==> src/rtl/loc_step_unit_pkg.sv <==
// Shared widths and step-direction encodings for the grid-walker location datapath.
package loc_step_unit_pkg;

  localparam int unsigned COORD_W_DEF = 4;

  localparam logic [1:0] DIR_YDEC = 2'b00;
  localparam logic [1:0] DIR_XINC = 2'b01;
  localparam logic [1:0] DIR_XDEC = 2'b10;
  localparam logic [1:0] DIR_YINC = 2'b11;

endpackage

==> src/rtl/loc_step_unit_if.sv <==
// Location bus between the walker FSM (master) and the step datapath (slave).
interface loc_step_unit_if #(
  parameter int unsigned COORD_W = loc_step_unit_pkg::COORD_W_DEF
);

  localparam int unsigned LOC_W = 2 * COORD_W;

  logic             rg_ld;
  logic [1:0]       dir;
  logic [LOC_W-1:0] cur_loc;
  logic [LOC_W-1:0] nxt_loc;
  logic             cnt_reach;
  logic [LOC_W-1:0] loc_q;

  modport master (
    output rg_ld, dir, cur_loc,
    input  nxt_loc, cnt_reach, loc_q
  );

  modport slave (
    input  rg_ld, dir, cur_loc,
    output nxt_loc, cnt_reach, loc_q
  );

endinterface

==> src/rtl/loc_step_unit_adder.sv <==
// COORD_W-bit ripple adder: a + b + ci -> {co, sum}.
module loc_step_unit_adder #(
  parameter int unsigned COORD_W = 4
) (
  input  logic [COORD_W-1:0] a,
  input  logic [COORD_W-1:0] b,
  input  logic               ci,
  output logic [COORD_W-1:0] sum,
  output logic               co
);

  // Widen by one bit so the carry-out falls out of the sum
  always_comb begin
    {co, sum} = {1'b0, a} + {1'b0, b} + (COORD_W+1)'(ci);
  end

endmodule

==> src/rtl/loc_step_unit_mux2to1.sv <==
// COORD_W-bit 2:1 multiplexer, sl=1 selects in1.
module loc_step_unit_mux2to1 #(
  parameter int unsigned COORD_W = 4
) (
  input  logic [COORD_W-1:0] in0,
  input  logic [COORD_W-1:0] in1,
  input  logic               sl,
  output logic [COORD_W-1:0] out
);

  // Plain select
  always_comb begin
    out = sl ? in1 : in0;
  end

endmodule

==> src/rtl/loc_step_unit_reg4b.sv <==
// COORD_W-bit register with asynchronous active-low clear and load enable.
module loc_step_unit_reg4b #(
  parameter int unsigned COORD_W = 4
) (
  input  logic               clk,
  input  logic               rst,
  input  logic               ld,
  input  logic [COORD_W-1:0] d,
  output logic [COORD_W-1:0] q
);

  // Clear immediately on reset, otherwise load when enabled
  always_ff @(posedge clk or negedge rst) begin
    if (!rst) begin
      q <= '0;
    end else if (ld) begin
      q <= d;
    end
  end

endmodule

==> src/rtl/loc_step_unit.sv <==
// Grid-walker location datapath: one-step neighbour, edge-wrap flag, and a held location.
module loc_step_unit
  import loc_step_unit_pkg::*;
#(
  parameter int unsigned COORD_W = COORD_W_DEF
) (
  input  logic           clk,
  input  logic           rst,
  loc_step_unit_if.slave bus
);

  logic [COORD_W-1:0] x_cur;
  logic [COORD_W-1:0] y_cur;
  logic [COORD_W-1:0] sel;
  logic [COORD_W-1:0] step;
  logic [COORD_W-1:0] res;
  logic [COORD_W-1:0] x_q;
  logic [COORD_W-1:0] y_q;
  logic               sl;
  logic               co;

  assign x_cur = bus.cur_loc[2*COORD_W-1:COORD_W];
  assign y_cur = bus.cur_loc[COORD_W-1:0];

  // Odd-parity directions move along x, even-parity along y
  assign sl = bus.dir[1] ^ bus.dir[0];

  // dir[0] picks +1, otherwise -1 as all-ones modulo 2^COORD_W
  assign step = bus.dir[0] ? COORD_W'(1) : {COORD_W{1'b1}};

  loc_step_unit_mux2to1 #(.COORD_W(COORD_W)) u_mux (
    .in0 (y_cur),
    .in1 (x_cur),
    .sl  (sl),
    .out (sel)
  );

  loc_step_unit_adder #(.COORD_W(COORD_W)) u_adder (
    .a   (sel),
    .b   (step),
    .ci  (1'b0),
    .sum (res),
    .co  (co)
  );

  // Rebuild the location with only the stepped axis replaced
  assign bus.nxt_loc = sl ? {res, y_cur} : {x_cur, res};

  // +1 wraps exactly when it carries out; -1 (adding all-ones) wraps exactly when it does not
  assign bus.cnt_reach = co ^ ~bus.dir[0];

  loc_step_unit_reg4b #(.COORD_W(COORD_W)) u_reg_x (
    .clk (clk),
    .rst (rst),
    .ld  (bus.rg_ld),
    .d   (x_cur),
    .q   (x_q)
  );

  loc_step_unit_reg4b #(.COORD_W(COORD_W)) u_reg_y (
    .clk (clk),
    .rst (rst),
    .ld  (bus.rg_ld),
    .d   (y_cur),
    .q   (y_q)
  );

  assign bus.loc_q = {x_q, y_q};

endmodule

==> src/flat_wrapper.sv <==
// flat-port wrapper written by rule: the top's interface ports become plain ports
module loc_step_unit_flat import loc_step_unit_pkg::*;
#(
  parameter int unsigned COORD_W = COORD_W_DEF
)
  (clk, rst, bus_rg_ld, bus_dir, bus_cur_loc, bus_nxt_loc, bus_cnt_reach, bus_loc_q);
  loc_step_unit_if #(.COORD_W(COORD_W)) bus_i ();
  input  logic clk;
  input  logic rst;
  input wire logic [$bits(bus_i.rg_ld)-1:0] bus_rg_ld;
  input wire logic [$bits(bus_i.dir)-1:0] bus_dir;
  input wire logic [$bits(bus_i.cur_loc)-1:0] bus_cur_loc;
  output wire logic [$bits(bus_i.nxt_loc)-1:0] bus_nxt_loc;
  output wire logic [$bits(bus_i.cnt_reach)-1:0] bus_cnt_reach;
  output wire logic [$bits(bus_i.loc_q)-1:0] bus_loc_q;
  assign bus_i.rg_ld = bus_rg_ld;
  assign bus_i.dir = bus_dir;
  assign bus_i.cur_loc = bus_cur_loc;
  assign bus_nxt_loc = bus_i.nxt_loc;
  assign bus_cnt_reach = bus_i.cnt_reach;
  assign bus_loc_q = bus_i.loc_q;
  loc_step_unit #(.COORD_W(COORD_W)) u_core (.clk(clk), .rst(rst), .bus(bus_i));
endmodule
==> config.mk <==
export PLATFORM = sky130hd
export DESIGN_NAME = loc_step_unit_flat
export DESIGN_NICKNAME = d
export VERILOG_FILES = /design/src/rtl/loc_step_unit_pkg.sv /design/src/rtl/loc_step_unit_if.sv /design/src/rtl/loc_step_unit_adder.sv /design/src/rtl/loc_step_unit_mux2to1.sv /design/src/rtl/loc_step_unit_reg4b.sv /design/src/rtl/loc_step_unit.sv /design/src/flat_wrapper.sv
export SDC_FILE = /design/constraint.sdc
export NUM_CORES = 1
export LEC_CHECK = 0
export ABC_CLOCK_PERIOD_IN_PS = 2700
export CORE_ASPECT_RATIO = 1.2
export CORE_MARGIN = 2
export CORE_UTILIZATION = 38
export CTS_CLUSTER_SIZE = 20
export DETAILED_ROUTE_END_ITERATION = 7
export PLACE_DENSITY = 0.89
export SYNTH_ARGS = -nofsm -noshare
export SYNTH_HDL_FRONTEND = slang
export SYNTH_SLANG_ARGS = --single-unit
export TNS_END_PERCENT = 50
==> constraint.sdc <==
create_clock -name clk -period 2.7 [get_ports clk]
set_clock_uncertainty 0.2 [all_clocks]
set_input_delay 0.54 -clock clk [delete_from_list [all_inputs] [get_ports clk]]
set_output_delay 0.54 -clock clk [all_outputs]
set_load 0.005 [all_outputs]
==> results of run 1 <==
==> critical path, stage by stage <==
cell,delay (ps)
buf_12,120
xnor2_4,150
buf_6,130
nand2_1,80
nand2_2,80
fa_2,390
a21o_1,180
a21oi_2,130
xnor2_1,120
buf_2,130
==> power by group <==
part,switching (mW),internal (mW),total [mW],leakage [nW]
Combinational,0.145,0.188,0.333,0.465
Clock,0.0340,0.0504,0.0844,0.0138
Sequential,0.00612,0.132,0.138,0.0935
==> layer usage <==
layer / up-vias / wire length (um) / track usage [%]
met5: - / 0 / 0
met4: 0 / 98 / 18.0
met3: 12 / 104 / 4.19
met2: 26 / 1360 / 52.9
met1: 343 / 896 / 27.4
li1: 338 / - / -
==> stage by stage <==
| stage | instance area, um^2 | utilization, % | setup WS, ps | hold WS, ps |
|---|---|---|---|---|
| after global placement | 1030 | 70.4 | -901 | 295 |
| after CTS | 1240 | 85.0 | -29.3 | 314 |
| after floorplan | 599 | - | 49.7 | 44.4 |
| after detailed placement | 1030 | 70.4 | -997 | 301 |
| after global routing | 1250 | 85.6 | -128 | 323 |
| final | 1250 | 85.6 | -84.3 | 311 |
==> synthesized netlist by cell type, drive strengths merged, types with 2 or more instances <==
| cell | number | share of area (%) |
|---|---|---|
| nand2 | 20 | 13 |
| dfrtp | 8 | 33 |
| mux2 | 8 | 15 |
| xnor2 | 5 | 8.6 |
| a21oi | 3 | 2.5 |
| ha | 3 | 6.3 |
| nand3 | 3 | 2.5 |
| inv | 2 | 1.3 |
| nand4 | 2 | 2.1 |
| nor2 | 2 | 1.3 |
==> sequential cells by signal (all words and copies together), names as in the netlist <==
name              flops
u_core.u_reg_x.q      4
u_core.u_reg_y.q      4
==> placed cells by master (no fill, tap or decap) <==
cell,instances
buf_4,20
clkdlybuf4s50_1,14
nand2_1,12
mux2_2,8
dfrtp_1,8
nand2_2,7
buf_6,7
dlygate4sd2_1,6
buf_2,5
xnor2_1,3
ha_4,3
clkbuf_4,3
xnor2_4,2
nor2_1,2
a21oi_2,2
nand3_2,2
nand4_1,2
clkbuf_2,2
inv_1,1
xor2_4,1
nand2_4,1
a21oi_4,1
a211o_1,1
nand3_1,1
o21ai_2,1
inv_2,1
a211oi_2,1
nor3b_2,1
a21o_1,1
fa_2,1
buf_12,1
==> worst min path at each step <==
stage	endpoint	slack, ps	depth (start not counted)
6_report	u_core.u_reg_y.q[1]	310	1
5_1_grt	u_core.u_reg_y.q[1]	320	1
4_1_cts	u_core.u_reg_y.q[1]	310	1
3_5_place_dp	u_core.u_reg_y.q[2]	300	1
3_3_place_gp	u_core.u_reg_x.q[1]	300	1
2_1_floorplan	u_core.u_reg_x.q[0]	40	0
==> repair_timing <==
action,4_1_cts,5_1_grt
gates resized for setup,73,9
endpoints found under the setup margin,9,7
setup buffers,9,0
pin swaps,21,6
==> layout make-up <==
| type | count | area share (%) |
|---|---|---|
| timing repair buffer | 55 | 38.0 |
| sequential | 8 | 16.0 |
| multi-input combinational | 53 | 41.9 |
| inverter | 2 | 0.599 |
| tap | 17 | 1.70 |
| clock buffer | 3 | 1.80 |
==> logic make-up (layout without fill, tap and decap cells) <==
logic type | Yosys count | count (layout) | synth area share (%)
xor gates and xnor gates | 6 | 6 | 11.3
AOI/OAI and AO/OA | 7 | 7 | 7.31
buffers and inverters | 4 | 60 | 3.76
DFF | 8 | 8 | 33.4
muxes | 8 | 8 | 15.0
adders and majority gates | 4 | 4 | 9.60
and+or+nand+nor | 28 | 28 | 19.6
==> flow_metrics.py, run 1 <==
metrics = {
    "clock_network": {
        "h-tree-depth": 1,
        "clock_path_buffers": 2,
        "clk_pin_slew_ps": 50,
        "cts_made_buffers": 3,
        "tritoncts": "yes",
        "cts.root.buffer_cell": "clkbuf_4",
        "cts_hold_buf": 0,
        "clock_latency_ps": 240,
        "cts_sinks": 8,
    },
    "routing": {
        "first_pass_iters": 4,
        "via_count": 719,
        "ant_nets": 0,
        "drc": 0,
        "route.final.wire_length_um": 2460,
        "wl_per_cell_um": 17.8,
        "initialDrtViolationCount": 10,
        "via_per_inst": 5.21,
    },
    "timing": {
        "tightestPinTransition_ps": 341,
        "hold_viol": 0,
        "rsz0062_at_grt": "true",
        "setup_viol_count_final": 4,
        "relSlewSlack_pct": 77.2,
        "setup_slack_ps": -84.3,
        "tns_ps": -214,
        "fin_crit_ps": 2780,
        "max_clock_freq_mhz": 359,
        "post-route-period-util_pct": 103,
        "drv_slew": 0,
    },
    "worst_hold_path": {
        "hold_path_class": "flip-flop to flip-flop",
        "hp-start": "u_core.u_reg_y.q[1]",
    },
    "yosys": {
        "synth_warnings": 0,
        "syn_area_um2": 599,
        "ys_types": 20,
        "async_flop_share_pct": 100,
        "synth-seq-area-share_pct": 33.4,
        "avgSynthCellArea_um2": 9.22,
        "syn_inst": 65,
        "synth_flop_cell": "dfrtp_1",
        "synth_edf_count": 0,
        "yosys_register_bits": 8,
        "synth_nets": 82,
    },
    "final_layout": {
        "final_cell_count_no_fill": 138,
        "fillerInstances": 73,
        "syn_to_final_growth_pct": 109,
        "multi_input_area_um2": 526,
        "fin_nets": 140,
        "antennaDiodeCount": 0,
        "sequential_cell_area_um2": 200,
        "drive_gt1_share_pct": 57.9,
    },
    "setup_path": {
        "path_max_fanout": 4,
        "crit_start": "bus_dir[1]",
        "cp-end-kind": "primary output",
        "r2r_cells": 1,
        "worstReg2RegEnd": "u_core.u_reg_y.q[0]",
        "r2r-start": "u_core.u_reg_y.q[0]",
        "required_ps": 1960,
        "critical_path_class": "primary input to primary output",
        "start_kind": "primary input",
        "r2r_setup_slack_ps": 1740,
        "crit_end": "bus_cnt_reach",
        "crit_arrival_ps": 2040,
    },
    "floorplan": {
        "die-area_um2": 1910,
        "ios": 30,
        "fp.coreArea_um2": 1460,
        "num_rows": 15,
        "die_w_um": 40.3,
        "initial_utilization_pct": 40.9,
        "dieHeight_um": 47.5,
    },
    "global_routing": {
        "grt_max_degree": 9,
        "grt_antenna_before_repair": 0,
        "grt-ovfl-total": 0,
        "grt_pass1_vias": 754,
        "grt_pass1_wl_um": 3440,
        "grtUsageTotal_pct": 28.0,
    },
    "place": {
        "routabilityCongestion": 0.766,
        "placedCellCount": 127,
        "place_hpwl_um": 1490,
        "port_buffers": 29,
    },
    "run": {
        "maxCapViolations": 0,
    },
    "power_and_ir_drop": {
        "powerDensity_nw_per_um2": 443,
        "p_leak_nw": 0.572,
        "p_total_mw": 0.556,
        "peakVddDrop_mv": 0.351,
    },
    "run_status": {
        "outcome": "complete, but fails checks",
        "failed_checks": "negative setup slack",
    },
}
Power figures use the tool's default switching activity.
==> run 2, diff against run 1 <==
SLEW_MARGIN = 20   (was default)
==> results of run 2 <==
The final DEF is identical to that of run 1; final timing and power are the same.
